`config.mk`:
```
export PLATFORM = sky130hd
export DESIGN_NAME = writeback_stage_flat
export DESIGN_NICKNAME = d
export VERILOG_FILES = /design/src/rtl/writeback_stage_pkg.sv /design/src/rtl/writeback_stage_if.sv /design/src/rtl/writeback_stage_load_extract.sv /design/src/rtl/writeback_stage.sv /design/src/flat_wrapper.sv
export SDC_FILE = /design/constraint.sdc
export NUM_CORES = 1
export LEC_CHECK = 0
export ABC_AREA = 0
export CAP_MARGIN = 20
export CORE_ASPECT_RATIO = 0.6
export CORE_MARGIN = 1
export CORE_UTILIZATION = 40
export CTS_BUF_LIST = sky130_fd_sc_hd__clkbuf_4 sky130_fd_sc_hd__clkbuf_8
export DETAILED_ROUTE_END_ITERATION = 6
export PLACE_DENSITY_LB_ADDON = 0.15
export SYNTH_ARGS = -nofsm -noshare
export SYNTH_HDL_FRONTEND = slang
export SYNTH_HIERARCHICAL = 1
export SYNTH_SLANG_ARGS = --single-unit
export TNS_END_PERCENT = 20
```
`constraint.sdc`:
```
create_clock -name clk -period 2.45 [get_ports clk]
set_input_delay 0.3675 -clock clk [delete_from_list [all_inputs] [get_ports clk]]
set_output_delay 0.3675 -clock clk [all_outputs]
set_load 0.05 [all_outputs]
```
`src/rtl/writeback_stage_pkg.sv`:
```
// Shared types for the writeback stage: load encodings, source indices and
// the control half of the MEM/WB pipeline register.
package writeback_stage_pkg;

    localparam int RD_W = 5;

    typedef enum logic [2:0] {
        LB  = 3'b000,
        LH  = 3'b001,
        LW  = 3'b010,
        LBU = 3'b100,
        LHU = 3'b101
    } load_type_e;

    typedef enum logic [1:0] {
        WB_ALU = 2'd0,
        WB_MEM = 2'd1,
        WB_PC4 = 2'd2,
        WB_CSR = 2'd3
    } wb_sel_e;

    // Raw funct3 is kept so undefined codes survive to the extractor.
    typedef struct packed {
        logic            valid;
        logic            reg_write;
        logic [RD_W-1:0] rd_addr;
        logic [2:0]      load_type;
        logic [1:0]      addr_lo;
    } mem_wb_ctrl_t;

endpackage

```
`src/rtl/writeback_stage_if.sv`:
```
// MEM -> WB bus: the MEM-side entry fields and the registered writeback outputs.
interface writeback_stage_if #(
    parameter int XLEN = 32,
    parameter int NSRC = 4,
    parameter int SELW = $clog2(NSRC)
);
    logic                 mem_valid;
    logic                 mem_reg_write;
    logic [4:0]           mem_rd_addr;
    logic [SELW-1:0]      mem_wb_sel;
    logic [2:0]           mem_load_type;
    logic [1:0]           mem_addr_lo;
    logic [NSRC*XLEN-1:0] mem_src_data;

    logic                 wb_valid;
    logic                 wb_reg_write;
    logic [4:0]           wb_rd_addr;
    logic [XLEN-1:0]      wb_data;

    modport master (
        output mem_valid, mem_reg_write, mem_rd_addr, mem_wb_sel,
               mem_load_type, mem_addr_lo, mem_src_data,
        input  wb_valid, wb_reg_write, wb_rd_addr, wb_data
    );

    modport slave (
        input  mem_valid, mem_reg_write, mem_rd_addr, mem_wb_sel,
               mem_load_type, mem_addr_lo, mem_src_data,
        output wb_valid, wb_reg_write, wb_rd_addr, wb_data
    );
endinterface

```
`src/rtl/writeback_stage_load_extract.sv`:
```
// Load data extraction: picks the addressed byte/half of the loaded word and
// sign- or zero-extends it; word loads and unknown funct3 pass the word through.
module load_extract
    import writeback_stage_pkg::*;
#(
    parameter int XLEN = 32
) (
    input  logic [XLEN-1:0] data_i,
    input  logic [1:0]      addr_lo_i,
    input  logic [2:0]      load_type_i,
    output logic [XLEN-1:0] data_o
);

    logic signed [7:0]  byte_sel;
    logic signed [15:0] half_sel;

    always_comb begin
        byte_sel = data_i[{addr_lo_i, 3'b000} +: 8];
        // Halfword alignment comes from addr_lo[1] alone.
        half_sel = data_i[{addr_lo_i[1], 4'b0000} +: 16];
        case (load_type_i)
            LB:      data_o = {{(XLEN-8){byte_sel[7]}}, byte_sel};
            LBU:     data_o = {{(XLEN-8){1'b0}}, byte_sel};
            LH:      data_o = {{(XLEN-16){half_sel[15]}}, half_sel};
            LHU:     data_o = {{(XLEN-16){1'b0}}, half_sel};
            default: data_o = data_i;
        endcase
    end

endmodule

```
`src/rtl/writeback_stage.sv`:
```
// MEM/WB pipeline register with writeback source mux, load extraction and a
// retired-instruction counter.
module writeback_stage
    import writeback_stage_pkg::*;
#(
    parameter int XLEN    = 32,
    parameter int NSRC    = 4,
    parameter int MEM_SRC = int'(WB_MEM),
    parameter int SELW    = $clog2(NSRC)
) (
    input  logic              clk,
    input  logic              rst,
    input  logic              stall,
    input  logic              flush,
    writeback_stage_if.slave  bus,
    output logic [31:0]       retire_count
);

    mem_wb_ctrl_t         ctrl_q, ctrl_d;
    logic [SELW-1:0]      sel_q, sel_d;
    logic [NSRC*XLEN-1:0] src_q, src_d;
    logic [31:0]          retire_q, retire_d;
    logic                 retire_en;
    logic [XLEN-1:0]      src_sel;
    logic [XLEN-1:0]      load_data;

    always_comb begin
        ctrl_d = '{valid:     bus.mem_valid,
                   reg_write: bus.mem_reg_write,
                   rd_addr:   bus.mem_rd_addr,
                   load_type: bus.mem_load_type,
                   addr_lo:   bus.mem_addr_lo};
        sel_d  = bus.mem_wb_sel;
        src_d  = bus.mem_src_data;
    end

    // Flush overrides stall, so a held entry still leaves the stage and retires.
    assign retire_en = ctrl_q.valid & (~stall | flush);
    assign retire_d  = retire_q + 32'd1;

    always_ff @(posedge clk) begin
        if (rst) begin
            ctrl_q <= '0;
            sel_q  <= '0;
            src_q  <= '0;
        end else if (flush) begin
            ctrl_q <= '0;
            sel_q  <= '0;
            src_q  <= '0;
        end else if (!stall) begin
            ctrl_q <= ctrl_d;
            sel_q  <= sel_d;
            src_q  <= src_d;
        end
    end

    always_ff @(posedge clk) begin
        if (rst) begin
            retire_q <= '0;
        end else if (retire_en) begin
            retire_q <= retire_d;
        end
    end

    load_extract #(
        .XLEN (XLEN)
    ) u_load_extract (
        .data_i      (src_q[MEM_SRC*XLEN +: XLEN]),
        .addr_lo_i   (ctrl_q.addr_lo),
        .load_type_i (ctrl_q.load_type),
        .data_o      (load_data)
    );

    // Selects that name no source fall through to zero.
    always_comb begin
        src_sel = '0;
        for (int i = 0; i < NSRC; i++) begin
            if (sel_q == SELW'(i)) begin
                src_sel = src_q[i*XLEN +: XLEN];
            end
        end
    end

    assign bus.wb_data      = (sel_q == SELW'(MEM_SRC)) ? load_data : src_sel;
    assign bus.wb_valid     = ctrl_q.valid;
    assign bus.wb_rd_addr   = ctrl_q.rd_addr;
    assign bus.wb_reg_write = ctrl_q.valid & ctrl_q.reg_write & (ctrl_q.rd_addr != '0);
    assign retire_count     = retire_q;

endmodule

```
`src/flat_wrapper.sv`:
```
// flat-port wrapper written by rule: the top's interface ports become plain ports
module writeback_stage_flat import writeback_stage_pkg::*;
#(
    parameter int XLEN    = 32,
    parameter int NSRC    = 4,
    parameter int MEM_SRC = int'(WB_MEM),
    parameter int SELW    = $clog2(NSRC)
)
  (clk, rst, stall, flush, retire_count, bus_mem_valid, bus_mem_reg_write, bus_mem_rd_addr, bus_mem_wb_sel, bus_mem_load_type, bus_mem_addr_lo, bus_mem_src_data, bus_wb_valid, bus_wb_reg_write, bus_wb_rd_addr, bus_wb_data);
  writeback_stage_if #(.XLEN(XLEN), .NSRC(NSRC), .SELW(SELW)) bus_i ();
  input  logic clk;
  input  logic rst;
  input  logic stall;
  input  logic flush;
  output logic [31:0] retire_count;
  input wire logic [$bits(bus_i.mem_valid)-1:0] bus_mem_valid;
  input wire logic [$bits(bus_i.mem_reg_write)-1:0] bus_mem_reg_write;
  input wire logic [$bits(bus_i.mem_rd_addr)-1:0] bus_mem_rd_addr;
  input wire logic [$bits(bus_i.mem_wb_sel)-1:0] bus_mem_wb_sel;
  input wire logic [$bits(bus_i.mem_load_type)-1:0] bus_mem_load_type;
  input wire logic [$bits(bus_i.mem_addr_lo)-1:0] bus_mem_addr_lo;
  input wire logic [$bits(bus_i.mem_src_data)-1:0] bus_mem_src_data;
  output wire logic [$bits(bus_i.wb_valid)-1:0] bus_wb_valid;
  output wire logic [$bits(bus_i.wb_reg_write)-1:0] bus_wb_reg_write;
  output wire logic [$bits(bus_i.wb_rd_addr)-1:0] bus_wb_rd_addr;
  output wire logic [$bits(bus_i.wb_data)-1:0] bus_wb_data;
  assign bus_i.mem_valid = bus_mem_valid;
  assign bus_i.mem_reg_write = bus_mem_reg_write;
  assign bus_i.mem_rd_addr = bus_mem_rd_addr;
  assign bus_i.mem_wb_sel = bus_mem_wb_sel;
  assign bus_i.mem_load_type = bus_mem_load_type;
  assign bus_i.mem_addr_lo = bus_mem_addr_lo;
  assign bus_i.mem_src_data = bus_mem_src_data;
  assign bus_wb_valid = bus_i.wb_valid;
  assign bus_wb_reg_write = bus_i.wb_reg_write;
  assign bus_wb_rd_addr = bus_i.wb_rd_addr;
  assign bus_wb_data = bus_i.wb_data;
  writeback_stage #(.XLEN(XLEN), .NSRC(NSRC), .MEM_SRC(MEM_SRC), .SELW(SELW)) u_core (.clk(clk), .rst(rst), .stall(stall), .flush(flush), .bus(bus_i), .retire_count(retire_count));
endmodule
```
After elaboration in Yosys (flattened, before gate mapping)
Index checks and enable logic that the tools add are counted.
W data, S select, Z words.
{"block": "totals", "word_cells": 31, "out_inout_bits": 71, "reg_bits": 174}
{"block": "classes", "reduce_logical": 4, "bitwise_logic": 5, "muxes": 5, "addsub": 1, "shift": 2, "eq_ne": 6}
{"cell": "$mux W32", "n": 4}
{"cell": "$pmux W32 S4", "n": 1}
{"cell": "$add A32 B1 Y32 const B", "n": 1}
{"cell": "$shiftx A32 B6 Y16", "n": 1}
{"cell": "$shiftx A32 B6 Y8", "n": 1}
{"cell": "$eq A3 B3 Y1 const B", "n": 2}
{"cell": "$reduce_bool A5 Y1", "n": 1}
{"cell": "$eq A2 B2 Y1 const B", "n": 2}
{"cell": "$and A1 B1 Y1", "n": 3}
{"cell": "$eq A3 B1 Y1 const B", "n": 1}
{"cell": "$logic_not A3 Y1", "n": 1}
{"cell": "$eq A2 B1 Y1 const B", "n": 1}
{"cell": "$logic_not A2 Y1", "n": 1}
{"cell": "$reduce_or A2 Y1", "n": 1}
{"cell": "$not A1 Y1", "n": 1}
{"cell": "$or A1 B1 Y1", "n": 1}

Logic depth before layout (Yosys ltp)
{"block": "depth", "ltp_word": 5, "ltp_mapped": 7}

Hierarchy
The synthesis kept the hierarchy.
{"module": "writeback_stage", "n_inst": 1, "area_each_um2": 7196.9, "cells_per_inst": 673}
{"module": "load_extract", "n_inst": 1, "area_each_um2": 628.1, "cells_per_inst": 109}

Worst setup path before layout
No wires, ideal clock.
{"block": "synth_path", "path_type": "register -> output", "start": "register u_core/ctrl_q[0] (netlist bit)", "end": "output port bus_wb_data[20]", "required_ps": 2082, "path_stages_with_launch": 7, "n_path_buf": 1, "arrival_ps": 2081, "slack_ps": 2, "cell_sequence": "dfxtp_1 -> mux4_2 -> nor3b_4 -> o21bai_4 -> buf_6 -> nand2_1 -> mux4_2"}
{"block": "synth_via", "elab_chain_len": 3}
{"item": "start: declaration", "line": "writeback_stage.sv:19", "source": "mem_wb_ctrl_t ctrl_q, ctrl_d;"}
{"item": "start signal: assignment", "line": "writeback_stage.sv:51", "source": "ctrl_q <= ctrl_d;"}
{"item": "$shiftx A32 B6 Y8", "line": "writeback_stage_load_extract.sv:18", "source": "byte_sel = data_i[{addr_lo_i, 3'b000} +: 8];"}
{"item": "$pmux W32 S4", "line": "writeback_stage_load_extract.sv:21", "source": "case (load_type_i)"}
{"item": "named net u_core.load_data[20]", "line": "writeback_stage.sv:25", "source": "logic [XLEN-1:0] load_data;"}
{"item": "$mux W32", "line": "writeback_stage.sv:84", "source": "assign bus.wb_data = (sel_q == SELW'(MEM_SRC)) ? load_data : src_sel;"}
{"item": "end: declaration", "line": "flat_wrapper.sv:26", "source": "output wire logic [$bits(bus_i.wb_data)-1:0] bus_wb_data;"}
The timed path passes the listed nets, and every way through them passes these cells.

Worst setup path after layout
{"block": "layout_path", "start": "register u_core/ctrl_q[0] (netlist bit)", "end": "output port bus_wb_data[23]"}
The elaborated chain is that of the path after synthesis.

==> qor.yml <==
cts_tree: "done"
max_freq_mhz: 343
synth_seq_cells: 174
setup_viol: 32
critPathMaxStageDelay_ns: 0.50
yosys.area.top_type: "dfxtp_1"
whs_ns: 0.344
die_area_um2: 20100
power_density_nw_per_um2: 544
synth_cells: 782
clock_path_buffers: 2
fin_crit_ns: 2.91
crit_path_end_kind: "primary output"
rows: 39
crit_chain: "mux4_2 -> nor3b_4 -> o21bai_4 -> buf_12 -> nand2_1 -> mux4_2 -> buf_6"
yosys-top-cells-area: "dfxtp_1 45%, mux2i_1 19%, mux4_2 9.5%, nor2_1 8.5%, nand2_1 2.6%"
antenna_found_initial: 2
synth-edff-count: 0
cts.clk_slew.worst_paths_ns: 0.09
ant_nets: 0
ir_worst_vdd_mv: 0.370
cts_sinks: 174
yosysUniqueCellTypes: 41
drt_first_pass_iters: 5
grt_usage: 0.225
ctsRootBufferMaster: "clkbuf_8"
worstSetupPathDepth: 7
async_flop_share: 0
drt_wl_total_mm: 22.4
status: "finished with violations"
vias: 6202
num_io_pins: 217
drive_gt1_frac: 0.163
cp.arrival_ns: 2.55
wl_per_cell_um: 17.7
cap_violations: 0
portBuffers: 216
rrSetupSlack_ns: 0.58
crit_end: "bus_wb_data[23]"
rsz0062_at_grt: "yes"
viasPerCell: 4.90
nNetsFinal: 1134
clock_latency_ns: 0.45
finalHoldViolCount: 0
grt_pass1_wl_mm: 34.0
finalPower_mw: 5.97
final_cell_mix: "182 x clkdlybuf4s50_1, 176 x nor2_1, 170 x dfxtp_1, 145 x mux2i_1, 54 x nand2_1"
dp.cells: 1234
crit_top_cell: "mux4_2"
syn_to_final_growth_pct: 40.2
path_class: "reg -> out"
worstPathMaxFanout: 11
skew_ns: 0.0122
hold_class: "in -> reg"
failed_checks: "setup timing"
place.gp.congestion: 0.919
core_area_um2: 19100
route.detailed.drc: 0
cp_num_buf_inv: 2
synth_top_cell_area_share: 0.445
grt_overflow: 0
slew_violations: 0
min_period_over_period: 1.19
hpwl_mm: 16.1
slew_headroom: 0.218
r2r_end: "u_core/retire_count[28]"
cts_htree_levels: 4
dieHeight_um: 110
cts-buffers-inserted: 17
slowest_stage: "mux4_2"
ff2ff_path_depth: 5
synth_nets: 929
initial_core_util: 0.410
synth_flop_cell: "dfxtp_1"
grt_pass1_vias: 5881
finalWorstSetupSlack_ns: -0.464
start_kind: "flip-flop"
drtIter0Drc: 427
yosysWarningCount: 6
fin_cells: 1266
grt_max_degree: 143
crit_family: "multiplexers"
post_cts_buffers: 0
worstMarginPinSlew_ns: 1.17
required_ns: 2.08
fp.dieW_um: 183
r2r-start: "u_core/retire_count[8]"
synth_area_um2: 7830
startpoint: "u_core/ctrl_q[0]"
layout_commonest_cell: "clkdlybuf4s50_1"
syn_area_per_cell_um2: 10.0
leakage_nw: 4.44
yosysSeqAreaShare: 0.445
-- where the power goes --
group | internal, mW | total (mW) | switching (mW)
Sequential | 2.90 | 2.96 | 0.0600
Clock | 1.07 | 2.15 | 1.08
Combinational | 0.478 | 0.866 | 0.387
Total | 4.45 | 5.97 | 1.52
-- synthesized netlist by cell type, types with 4 or more instances --
cell / number
a21oi_1: 12
mux2_2: 5
or3_1: 7
a22oi_1: 8
mux4_2: 33
buf_2: 8
nand4_1: 9
nand2_1: 54
nand3_1: 15
dfxtp_1: 174
xnor2_1: 8
buf_4: 6
o21ai_0: 14
nor2_1: 177
inv_1: 5
clkbuf_1: 43
nor2b_1: 4
xor2_1: 18
mux2i_1: 146
and3_1: 6
-- worst reg2reg max path, stage by stage, from the launching register on --
cell and delay (ns):
dfxtp_1 0.43, and3_1 0.24, and4_1 0.46, nand3_2 0.21, or3_1 0.35, a21oi_1 0.14
-- timing repair --
action                                 4_1_cts  5_1_grt
hold buffers                                 0        0
gates resized for setup                     49        3
cloned                                       0        0
setup endpoints to repair                   33       32
endpoints found under the hold margin        0        0
pin swaps                                    4        0
-- layer usage --
metal | routed length [um] | part of all wire | up-vias | global-route usage
met4 | 141 | 0.0063 | 2 | 0.0468
met2 | 8460 | 0.38 | 179 | 0.291
met3 | 1870 | 0.083 | 13 | 0.0736
li1 | - | - | 3095 | -
met1 | 11900 | 0.53 | 2913 | 0.350
met5 | 12 | 0.00054 | - | 0
-- kinds of logic (layout without fill, tap and decap cells) --
logic type / after synthesis / in the layout / synth area share
xor gates and xnor gates: 26 / 26 / 0.0291
DFF: 174 / 174 / 0.445
AOI/OAI and AO/OA: 41 / 41 / 0.0331
muxes: 184 / 184 / 0.289
and+or+nand+nor: 291 / 291 / 0.165
other: 0 / 1 / 0
adders and majority gates: 1 / 1 / 0.00160
buffers and inverters: 65 / 282 / 0.0374
-- how the worst min path moves through the flow --
stage / from / endpoint / slack [ns] / cells after the start
after floorplan: u_core/src_q[100] / u_core/src_q[100] / 0.46 / 2
after global placement: u_core/src_q[99] / u_core/src_q[99] / 0.47 / 2
after detailed placement: u_core/src_q[121] / u_core/src_q[121] / 0.48 / 2
after CTS: stall / u_core/retire_count[1] / 0.31 / 4
after global routing: stall / u_core/retire_count[1] / 0.32 / 4
final: stall / u_core/retire_count[1] / 0.34 / 4
-- layout make-up --
cell class	count	area (um2)
Fill cell	1687	8110
Multi-Input combinational cell	543	4120
Sequential cell	174	3490
Timing Repair Buffer	246	2590
Tap cell	266	333
Clock buffer	19	262
Clock inverter	12	158
Inverter	5	18.8
Antenna cell	1	2.50
-- metrics by stage --
stage / setup TNS (ns) / cell area (um2) / util / setup slack [ns]
after floorplan: 0 / 7830 / - / 0.00179
after global placement: -0.590 / 10400 / 0.544 / -0.0606
after CTS: -12.08 / 11000 / 0.575 / -0.512
after global routing: -14.38 / 11000 / 0.575 / -0.592
final: -10.84 / 11000 / 0.575 / -0.464
after detailed placement: -0.772 / 10400 / 0.544 / -0.0902
-- sequential cells by signal, summed over array words and instances, names as in the netlist --
name                   flops
u_core/bus.wb_valid        1
u_core/ctrl_q              6
u_core/sel_q               2
u_core/src_q             128
u_core/retire_count       32
u_core/bus.wb_rd_addr      5
No activity file was read; power rests on OpenSTA's default activity.
